===== config.mk =====
export PLATFORM = sky130hd
export DESIGN_NAME = axis_adapter_wrapper_flat
export DESIGN_NICKNAME = d
export VERILOG_FILES = /design/src/rtl/axis_adapter_wrapper_if.sv /design/src/rtl/axis_adapter_wrapper.sv /design/src/flat_wrapper.sv
export SDC_FILE = /design/constraint.sdc
export NUM_CORES = 1
export LEC_CHECK = 0
export BUFFER_PORTS_ARGS = -buffer_cell sky130_fd_sc_hd__buf_2
export CAP_MARGIN = 20
export CORE_MARGIN = 2
export CORE_UTILIZATION = 45
export CTS_BUF_LIST = sky130_fd_sc_hd__clkbuf_4 sky130_fd_sc_hd__clkbuf_8
export CTS_CLUSTER_SIZE = 10
export DETAILED_ROUTE_END_ITERATION = 16
export GPL_ROUTABILITY_DRIVEN = 0
export PLACE_DENSITY = 0.73
export REMOVE_ABC_BUFFERS = 1
export SYNTH_ARGS = -nofsm -noshare
export SYNTH_HDL_FRONTEND = slang
export SYNTH_SLANG_ARGS = --single-unit
export TNS_END_PERCENT = 5

===== constraint.sdc =====
create_clock -name clk -period 4.09 [get_ports clk]
set_clock_uncertainty 0.2 [all_clocks]
set_input_delay 0.2045 -clock clk [delete_from_list [all_inputs] [get_ports clk]]
set_output_delay 0.2045 -clock clk [all_outputs]
set_load 0.02 [all_outputs]

===== src/rtl/axis_adapter_wrapper_if.sv =====
`default_nettype none
// +------------------------------------------------------------------+
// | axis_interface: AXI4-Stream bundle with shared clock and reset   |
// | Rev 1.0                                                          |
// +------------------------------------------------------------------+
interface axis_interface #(
   parameter int DATA_WIDTH = 8
) (
   input logic clk,
   input logic rst
);
   logic [DATA_WIDTH-1:0]   tdata;
   logic [DATA_WIDTH/8-1:0] tkeep;
   logic                    tvalid;
   logic                    tready;
   logic                    tlast;
   logic [7:0]              tid;
   logic [7:0]              tdest;
   logic [0:0]              tuser;

   modport Sink (
      input  clk, rst, tdata, tkeep, tvalid, tlast, tid, tdest, tuser,
      output tready
   );

   modport Source (
      input  clk, rst, tready,
      output tdata, tkeep, tvalid, tlast, tid, tdest, tuser
   );
endinterface
`default_nettype wire


===== src/rtl/axis_adapter_wrapper.sv =====
`default_nettype none
// +------------------------------------------------------------------+
// | axis_adapter_wrapper: AXI4-Stream width converter (up/down/equal)|
// | Rev 1.0                                                          |
// +------------------------------------------------------------------+
module axis_adapter_wrapper #(
   parameter int S_DATA_WIDTH = 16,
   parameter int M_DATA_WIDTH = 8
) (
   axis_interface.Sink   original_data,
   axis_interface.Source modified_width_data
);
   logic w_clk;
   logic w_rst;
   logic w_m_ready;
   logic r_run;

   assign w_clk     = original_data.clk;
   assign w_rst     = original_data.rst;
   assign w_m_ready = modified_width_data.tready;

   // Holds tready low for the cycle that follows any reset edge.
   always_ff @(posedge w_clk) begin
      if (w_rst) begin
         r_run <= 1'b0;
      end else begin
         r_run <= 1'b1;
      end
   end

   generate
      if (S_DATA_WIDTH > M_DATA_WIDTH) begin : g_down
         localparam int RATIO  = S_DATA_WIDTH / M_DATA_WIDTH;
         localparam int SEG_W  = (RATIO > 1) ? $clog2(RATIO) : 1;
         localparam int S_KEEP = S_DATA_WIDTH / 8;
         localparam int M_KEEP = M_DATA_WIDTH / 8;

         logic [S_DATA_WIDTH-1:0] r_data;
         logic [S_KEEP-1:0]       r_keep;
         logic [SEG_W-1:0]        r_seg;
         logic [SEG_W-1:0]        r_hi;
         logic                    r_valid;
         logic                    r_last;
         logic [7:0]              r_id;
         logic [7:0]              r_dest;
         logic [0:0]              r_user;
         logic [SEG_W-1:0]        w_hi;
         logic                    w_final;
         logic                    w_m_xfer;
         logic                    w_ready;
         logic                    w_accept;

         // Highest segment carrying any valid byte; segment 0 if none.
         always_comb begin
            w_hi = '0;
            for (int k = 0; k < RATIO; k++) begin
               if (|original_data.tkeep[k*M_KEEP +: M_KEEP]) begin
                  w_hi = SEG_W'(k);
               end
            end
         end

         assign w_final  = (r_seg == r_hi);
         assign w_m_xfer = r_valid && w_m_ready;
         assign w_ready  = r_run && !w_rst && (!r_valid || (w_m_xfer && w_final));
         assign w_accept = original_data.tvalid && w_ready;

         always_ff @(posedge w_clk) begin
            if (w_rst) begin
               r_data  <= '0;
               r_keep  <= '0;
               r_seg   <= '0;
               r_hi    <= '0;
               r_valid <= 1'b0;
               r_last  <= 1'b0;
               r_id    <= '0;
               r_dest  <= '0;
               r_user  <= '0;
            end else begin
               if (w_m_xfer) begin
                  if (w_final) begin
                     r_valid <= 1'b0;
                     r_seg   <= '0;
                  end else begin
                     r_seg <= r_seg + SEG_W'(1);
                  end
               end
               if (w_accept) begin
                  r_data  <= original_data.tdata;
                  r_keep  <= original_data.tkeep;
                  r_hi    <= w_hi;
                  r_seg   <= '0;
                  r_valid <= 1'b1;
                  r_last  <= original_data.tlast;
                  r_id    <= original_data.tid;
                  r_dest  <= original_data.tdest;
                  r_user  <= original_data.tuser;
               end
            end
         end

         assign original_data.tready       = w_ready;
         assign modified_width_data.tvalid = r_valid;
         assign modified_width_data.tdata  = r_data[r_seg*M_DATA_WIDTH +: M_DATA_WIDTH];
         assign modified_width_data.tkeep  = r_keep[r_seg*M_KEEP +: M_KEEP];
         assign modified_width_data.tlast  = r_last && w_final;
         assign modified_width_data.tid    = r_id;
         assign modified_width_data.tdest  = r_dest;
         assign modified_width_data.tuser  = r_user;
      end else if (M_DATA_WIDTH > S_DATA_WIDTH) begin : g_up
         localparam int RATIO  = M_DATA_WIDTH / S_DATA_WIDTH;
         localparam int CNT_W  = $clog2(RATIO);
         localparam int S_KEEP = S_DATA_WIDTH / 8;
         localparam int M_KEEP = M_DATA_WIDTH / 8;

         logic [M_DATA_WIDTH-1:0] r_data;
         logic [M_KEEP-1:0]       r_keep;
         logic [CNT_W-1:0]        r_cnt;
         logic                    r_valid;
         logic                    r_last;
         logic [7:0]              r_id;
         logic [7:0]              r_dest;
         logic [0:0]              r_user;
         logic [M_DATA_WIDTH-1:0] w_data_nxt;
         logic [M_KEEP-1:0]       w_keep_nxt;
         logic                    w_m_xfer;
         logic                    w_ready;
         logic                    w_accept;
         logic                    w_done;

         assign w_m_xfer = r_valid && w_m_ready;
         assign w_ready  = r_run && !w_rst && (!r_valid || w_m_xfer);
         assign w_accept = original_data.tvalid && w_ready;
         assign w_done   = w_accept && (original_data.tlast || (r_cnt == CNT_W'(RATIO - 1)));

         // A word leaving clears the register so unfilled lanes of the next word stay zero.
         always_comb begin
            w_data_nxt = w_m_xfer ? '0 : r_data;
            w_keep_nxt = w_m_xfer ? '0 : r_keep;
            if (w_accept) begin
               w_data_nxt[r_cnt*S_DATA_WIDTH +: S_DATA_WIDTH] = original_data.tdata;
               w_keep_nxt[r_cnt*S_KEEP +: S_KEEP]             = original_data.tkeep;
            end
         end

         always_ff @(posedge w_clk) begin
            if (w_rst) begin
               r_data  <= '0;
               r_keep  <= '0;
               r_cnt   <= '0;
               r_valid <= 1'b0;
               r_last  <= 1'b0;
               r_id    <= '0;
               r_dest  <= '0;
               r_user  <= '0;
            end else begin
               r_data <= w_data_nxt;
               r_keep <= w_keep_nxt;
               if (w_done) begin
                  r_valid <= 1'b1;
                  r_cnt   <= '0;
               end else begin
                  if (w_m_xfer) begin
                     r_valid <= 1'b0;
                  end
                  if (w_accept) begin
                     r_cnt <= r_cnt + CNT_W'(1);
                  end
               end
               if (w_accept) begin
                  r_last <= original_data.tlast;
                  r_id   <= original_data.tid;
                  r_dest <= original_data.tdest;
                  r_user <= original_data.tuser;
               end
            end
         end

         assign original_data.tready       = w_ready;
         assign modified_width_data.tvalid = r_valid;
         assign modified_width_data.tdata  = r_data;
         assign modified_width_data.tkeep  = r_keep;
         assign modified_width_data.tlast  = r_last;
         assign modified_width_data.tid    = r_id;
         assign modified_width_data.tdest  = r_dest;
         assign modified_width_data.tuser  = r_user;
      end else begin : g_equal
         localparam int KEEP_W = S_DATA_WIDTH / 8;

         logic [S_DATA_WIDTH-1:0] r_data;
         logic [KEEP_W-1:0]       r_keep;
         logic                    r_valid;
         logic                    r_last;
         logic [7:0]              r_id;
         logic [7:0]              r_dest;
         logic [0:0]              r_user;
         logic                    w_ready;
         logic                    w_accept;

         assign w_ready  = r_run && !w_rst && (!r_valid || w_m_ready);
         assign w_accept = original_data.tvalid && w_ready;

         always_ff @(posedge w_clk) begin
            if (w_rst) begin
               r_data  <= '0;
               r_keep  <= '0;
               r_valid <= 1'b0;
               r_last  <= 1'b0;
               r_id    <= '0;
               r_dest  <= '0;
               r_user  <= '0;
            end else begin
               if (w_accept) begin
                  r_valid <= 1'b1;
                  r_data  <= original_data.tdata;
                  r_keep  <= original_data.tkeep;
                  r_last  <= original_data.tlast;
                  r_id    <= original_data.tid;
                  r_dest  <= original_data.tdest;
                  r_user  <= original_data.tuser;
               end else if (w_m_ready) begin
                  r_valid <= 1'b0;
               end
            end
         end

         assign original_data.tready       = w_ready;
         assign modified_width_data.tvalid = r_valid;
         assign modified_width_data.tdata  = r_data;
         assign modified_width_data.tkeep  = r_keep;
         assign modified_width_data.tlast  = r_last;
         assign modified_width_data.tid    = r_id;
         assign modified_width_data.tdest  = r_dest;
         assign modified_width_data.tuser  = r_user;
      end
   endgenerate
endmodule
`default_nettype wire


===== src/flat_wrapper.sv =====
// flat-port wrapper written by rule: the top's interface ports become plain ports
module axis_adapter_wrapper_flat 
#(
   parameter int S_DATA_WIDTH = 16,
   parameter int M_DATA_WIDTH = 8
)
  (clk, rst, original_data_tdata, original_data_tkeep, original_data_tvalid, original_data_tlast, original_data_tid, original_data_tdest, original_data_tuser, original_data_tready, modified_width_data_tready, modified_width_data_tdata, modified_width_data_tkeep, modified_width_data_tvalid, modified_width_data_tlast, modified_width_data_tid, modified_width_data_tdest, modified_width_data_tuser);
  axis_interface #(.DATA_WIDTH(16)) original_data_i (.clk(clk), .rst(rst));
  axis_interface #(.DATA_WIDTH(8)) modified_width_data_i (.clk(clk), .rst(rst));
  input wire logic clk;
  input wire logic rst;
  input wire logic [$bits(original_data_i.tdata)-1:0] original_data_tdata;
  input wire logic [$bits(original_data_i.tkeep)-1:0] original_data_tkeep;
  input wire logic [$bits(original_data_i.tvalid)-1:0] original_data_tvalid;
  input wire logic [$bits(original_data_i.tlast)-1:0] original_data_tlast;
  input wire logic [$bits(original_data_i.tid)-1:0] original_data_tid;
  input wire logic [$bits(original_data_i.tdest)-1:0] original_data_tdest;
  input wire logic [$bits(original_data_i.tuser)-1:0] original_data_tuser;
  output wire logic [$bits(original_data_i.tready)-1:0] original_data_tready;
  input wire logic [$bits(modified_width_data_i.tready)-1:0] modified_width_data_tready;
  output wire logic [$bits(modified_width_data_i.tdata)-1:0] modified_width_data_tdata;
  output wire logic [$bits(modified_width_data_i.tkeep)-1:0] modified_width_data_tkeep;
  output wire logic [$bits(modified_width_data_i.tvalid)-1:0] modified_width_data_tvalid;
  output wire logic [$bits(modified_width_data_i.tlast)-1:0] modified_width_data_tlast;
  output wire logic [$bits(modified_width_data_i.tid)-1:0] modified_width_data_tid;
  output wire logic [$bits(modified_width_data_i.tdest)-1:0] modified_width_data_tdest;
  output wire logic [$bits(modified_width_data_i.tuser)-1:0] modified_width_data_tuser;
  assign original_data_i.tdata = original_data_tdata;
  assign original_data_i.tkeep = original_data_tkeep;
  assign original_data_i.tvalid = original_data_tvalid;
  assign original_data_i.tlast = original_data_tlast;
  assign original_data_i.tid = original_data_tid;
  assign original_data_i.tdest = original_data_tdest;
  assign original_data_i.tuser = original_data_tuser;
  assign original_data_tready = original_data_i.tready;
  assign modified_width_data_i.tready = modified_width_data_tready;
  assign modified_width_data_tdata = modified_width_data_i.tdata;
  assign modified_width_data_tkeep = modified_width_data_i.tkeep;
  assign modified_width_data_tvalid = modified_width_data_i.tvalid;
  assign modified_width_data_tlast = modified_width_data_i.tlast;
  assign modified_width_data_tid = modified_width_data_i.tid;
  assign modified_width_data_tdest = modified_width_data_i.tdest;
  assign modified_width_data_tuser = modified_width_data_i.tuser;
  axis_adapter_wrapper #(.S_DATA_WIDTH(S_DATA_WIDTH), .M_DATA_WIDTH(M_DATA_WIDTH)) u_core (.original_data(original_data_i), .modified_width_data(modified_width_data_i));
endmodule

* Word-level counts from Yosys, hierarchy flattened
Index checks and enable logic that the tools add are counted.
** Word-level totals
- Bits of input ports :: 40
- Output and inout bits :: 29
- Word-level logic and storage cells :: 33
- Flip-flop bits (word level) :: 40
** Cells by class
- Multiplexer cells :: 6
- Equality and inequality tests :: 1
- Reduce and logical (&&, ||, !) cells :: 13
- $add $sub $neg :: 1
- Shifts and indexed selects :: 2
** Operators by type and width (count)
- $shiftx A16 B5 Y8 :: 1
- $logic_and A1 B1 Y1 :: 6
- $mux W1 :: 6
- $reduce_bool A2 Y1 :: 2
- $logic_not A1 Y1 :: 2
- $reduce_and A2 Y1 :: 1
- $reduce_or A2 Y1 :: 1
- $shiftx A2 B2 Y1 :: 1
- $add A1 B1 Y1 const B :: 1
- $eq A1 B1 Y1 :: 1
- $logic_or A1 B1 Y1 :: 1

* Logic depth before layout (Yosys ltp)
- Depth in word-level cells :: 7
- Depth in mapped cells :: 8

* Least setup slack after synthesis
Ideal clock, no wire load.
- Path type :: register -> register
- Start point :: reg u_core.g_down.r_seg
- End point :: reg u_core.g_down.r_seg
- Arrival time :: 1533 ps
- Slack :: 2271 ps
- Stages on the path, launching flop included :: 7
- Path buffers :: 1
- Period minus slack after synthesis :: 1819 ps
- Cells stage by stage :: dfxtp_1 -> buf_2 -> inv_1 -> ha_1 -> a21bo_1 -> and3_4 -> a221oi_2
** Between the ends
- Cells in the longest elaborated chain, start to end :: 6
- Elaborated cells on any way between the ends :: 8
- Classes of those cells :: add/sub: 1; eq/ne: 1; mux: 1; reduce/logical: 5
** RTL lines
- from (decl) :: RTL line axis_adapter_wrapper.sv:40 : logic [SEG_W-1:0] r_seg;
- from (signal assigned) :: RTL line axis_adapter_wrapper.sv:85 : r_seg <= r_seg + SEG_W'(1);
- $eq A1 B1 Y1 :: RTL line axis_adapter_wrapper.sv:63 : assign w_final = (r_seg == r_hi);
- $logic_and A1 B1 Y1 :: RTL line axis_adapter_wrapper.sv:65 : assign w_ready = r_run && !w_rst && (!r_valid || (w_m_xfer && w_final));
- $logic_or A1 B1 Y1 :: RTL line axis_adapter_wrapper.sv:65
- $logic_and A1 B1 Y1 :: RTL line axis_adapter_wrapper.sv:65
- named net original_data_tready :: RTL line flat_wrapper.sv:19 : output wire logic [$bits(original_data_i.tready)-1:0] original_data_tready;
- $logic_and A1 B1 Y1 :: RTL line axis_adapter_wrapper.sv:66 : assign w_accept = original_data.tvalid && w_ready;
- $reduce_or A2 Y1 (no line)
The timed path passes the listed nets, and every way through them passes these cells.
A chain may end at the register's enable or synchronous reset.

* Worst setup path in the final report
- Start point :: reg u_core.g_down.r_seg
- End point :: reg u_core.g_down.r_seg
** Between the ends
- Cells in the longest elaborated chain, start to end :: 6
- Elaborated cells on any way between the ends :: 8
- Classes of those cells :: add/sub: 1; eq/ne: 1; mux: 1; reduce/logical: 5
** RTL lines (RTL line)
- $eq A1 B1 Y1 :: axis_adapter_wrapper.sv:63
- $logic_and A1 B1 Y1 :: axis_adapter_wrapper.sv:65
- $logic_or A1 B1 Y1 :: axis_adapter_wrapper.sv:65
- $logic_and A1 B1 Y1 :: axis_adapter_wrapper.sv:65
- $logic_and A1 B1 Y1 :: axis_adapter_wrapper.sv:66
- $reduce_or A2 Y1 (no line)
Parallel ways exist; a longest one is shown, timed or not.

==> metrics.txt <==
status finished, final reports clean; Avg Cell Area, Syn 9.02 µm²; die area 4300 µm²; Worst-path clk slew 0.07 ns; # nets final 328; Die X 65.6 µm; max cap viols 0; Total Routing Usage GR 22.8%; ys async rst share 0%; drt wl/cell 13.4 µm; EDFF count, synth 0; VDD IR max 0.218 mV; mux share of post-synthesis cell area 5.94%; Syn Inst Count 189; Initial Utilization 46.6%; postcts setup bufs 0; # DRC 0; worst-case reg-to-reg path depth 6; Lkg Pwr 1.26 nW; CP endpoint u_core.g_down.r_seg; Netlist Area Pre-Place 1710 µm²; largest fanout on the critical path 15; layout overhead on the synthesized area 49.4%; largest net degree at the start of global routing 39; Worst EP arrival 2.87 ns; row cnt 22; drt first pass iters 4; Via-to-Cell Ratio 5.12; I/O pin count 69; Setup Total Neg Slack 0 ns; CTS max path bufs 2; vias post-DR 1720; number of DRC markers in iteration 0 68; Crit Path Category reg -> reg; slew margin rel. 38.5%; clock root buffer clkbuf_8; Hold Violations, Final 0; Die Y 65.6 µm; Congestion Overflow GR 0; Startpoint Class flop; Netlist cell types 17; Synth Area in XOR/XNOR 0%; dpl ws 1.70 ns; adder-cell area share of the yosys netlist 0.734%; CP Data Required Time 4.12 ns; Yosys top cell area share 45.8%; CTS tree done; critical path endpoint category flop; routed wire length 4520 µm; TritonCTS Sinks 39; largest family of logic cells by synthesized area simple AND/OR/NAND/NOR gates; RSZ-0062 raised after global routing no; reg2reg start u_core.g_down.r_seg; RR Endpoint u_core.g_down.r_seg; final setup fails 0; complex-gate fraction of the synthesized area 18.7%; Inserted Clock Buffers 5; post-synthesis simple-gate area fraction 21.0%; area leader, netlist dfxtp_1; CTS H-tree lvls 2; vias in the first global route 1643; hpwl dp 2560 µm; Worst-Skew Late Latency 0.29 ns; first-pass GRT wire length 7430 µm; top cells by area, synth dfxtp_1, o211ai_1, nand3_1, nand2_1, mux2_2; antenna-violating nets left 0; HP Class reg -> reg; Final min period 2.83 ns; #FFs+latches synth 39; number of inserted diodes 0; fin. max-slew vios 0; Seq/Total Area, Yosys 45.8%; fraction of layout cells with a size suffix above 1 31.9%; fin crit share 69.3%; worst reg-to-reg setup slack 1.26 ns; Worst Tran Pin Value 0.921 ns; Synth Warn # 0; Top FF cell, synth dfxtp_1; crit path from u_core.g_down.r_seg; fmax 353 MHz; core area 3660 µm²; Power Density 344 nW/µm²; initial antenna violation count 0; number of I/O port buffers 68; top post-synthesis cells by count dfxtp_1, nand2_1, nand3_1; Final WS setup 1.26 ns
how the worst min path moves through the flow:
| stage | startpoint | to | cells after the start |
|---|---|---|---|
| finish | u_core.g_down.r_last | u_core.g_down.r_last | 2 |
| global route | u_core.g_down.r_data[14] | u_core.g_down.r_data[14] | 2 |
| CTS | u_core.g_down.r_data[13] | u_core.g_down.r_data[13] | 2 |
| detailed placement | original_data_tid[6] | u_core.modified_width_data.tid[6] | 3 |
| global placement | original_data_tid[1] | u_core.modified_width_data.tid[1] | 3 |
| floorplan | rst | u_core.g_down.r_seg | 1 |
cells by family (layout without fill, tap and decap cells):
logic type,after synthesis,in the layout
fa+ha+maj,1,1
simple gates,79,79
flops,39,39
mux,9,9
buf+inv,21,120
compound gates,40,40
worst max-delay path, stage by stage, from the launching register on:
cell	delay (ns)
dfxtp_1	0.64
inv_1	0.09
ha_1	0.35
a21bo_1	0.39
and3_4	0.27
a221oi_2	0.26
dlygate4sd3_1	0.58
per-layer routing:
layer	routed length, µm	part of all wire, %	up-vias	GRT usage, %
met4	90	2.0	0	11.5
met5	0	0	-	0
li1	-	-	877	-
met2	2090	46	58	36.1
met1	2080	46	776	28.4
met3	256	5.7	9	5.99
registers in the layout, summed over array words and instances (netlist names):
name	count
u_core.r_run	1
u_core.modified_width_data.tdest	8
u_core.g_down.r_seg	1
u_core.g_down.r_data	16
u_core.g_down.r_keep	2
u_core.modified_width_data.tid	8
u_core.modified_width_data.tuser	1
u_core.modified_width_data.tvalid	1
u_core.g_down.r_last	1
layout by cell type, fill, tap and decap left out:
| master | n |
|---|---|
| buf_2 | 68 |
| nand2_1 | 39 |
| dfxtp_1 | 39 |
| dlygate4sd3_1 | 38 |
| nand3_1 | 37 |
| o211ai_1 | 36 |
| mux2_2 | 9 |
| clkbuf_8 | 6 |
| inv_1 | 2 |
| buf_16 | 2 |
| buf_4 | 2 |
| a21bo_1 | 1 |
| and3_4 | 1 |
| and2_1 | 1 |
| and3b_1 | 1 |
| a21boi_4 | 1 |
| a21oi_1 | 1 |
| a221oi_2 | 1 |
| ha_1 | 1 |
| clkinv_2 | 1 |
| bufinv_16 | 1 |
where the power goes:
part           switching [mW]  leakage, nW  internal [mW]
Clock                   0.131       0.0612          0.197
Sequential             0.0105        0.319          0.399
Combinational          0.0700        0.877         0.0689
final cells by class:
type | instances | area (µm²)
timing repair buffer | 110 | 791
sequential | 39 | 781
tap | 48 | 60.1
fill | 300 | 1110
inverter | 2 | 7.51
clock inverter | 2 | 35.0
multi-input combinational | 129 | 791
clock buffer | 6 | 82.6
metrics by stage:
step | hold WS, ns | instances | util (%) | area (µm²) | power, mW
finish | 0.289 | 336 | 69.6 | 2550 | 0.876
global route | 0.303 | 336 | 69.6 | 2550 | 0.916
CTS | 0.295 | 335 | 68.8 | 2520 | 0.877
detailed placement | 0.217 | 289 | 55.2 | 2020 | 0.525
global placement | 0.213 | 288 | 54.5 | 1990 | 0.521
floorplan | 0.0707 | 170 | - | 1580 | 0.475
repair_timing:
| action | in CTS | in global routing |
|---|---|---|
| hold buffers | 38 | 0 |
| gates resized for setup | 0 | 0 |
| hold endpoints to repair | 38 | 0 |
Power figures use the tool's default switching activity.
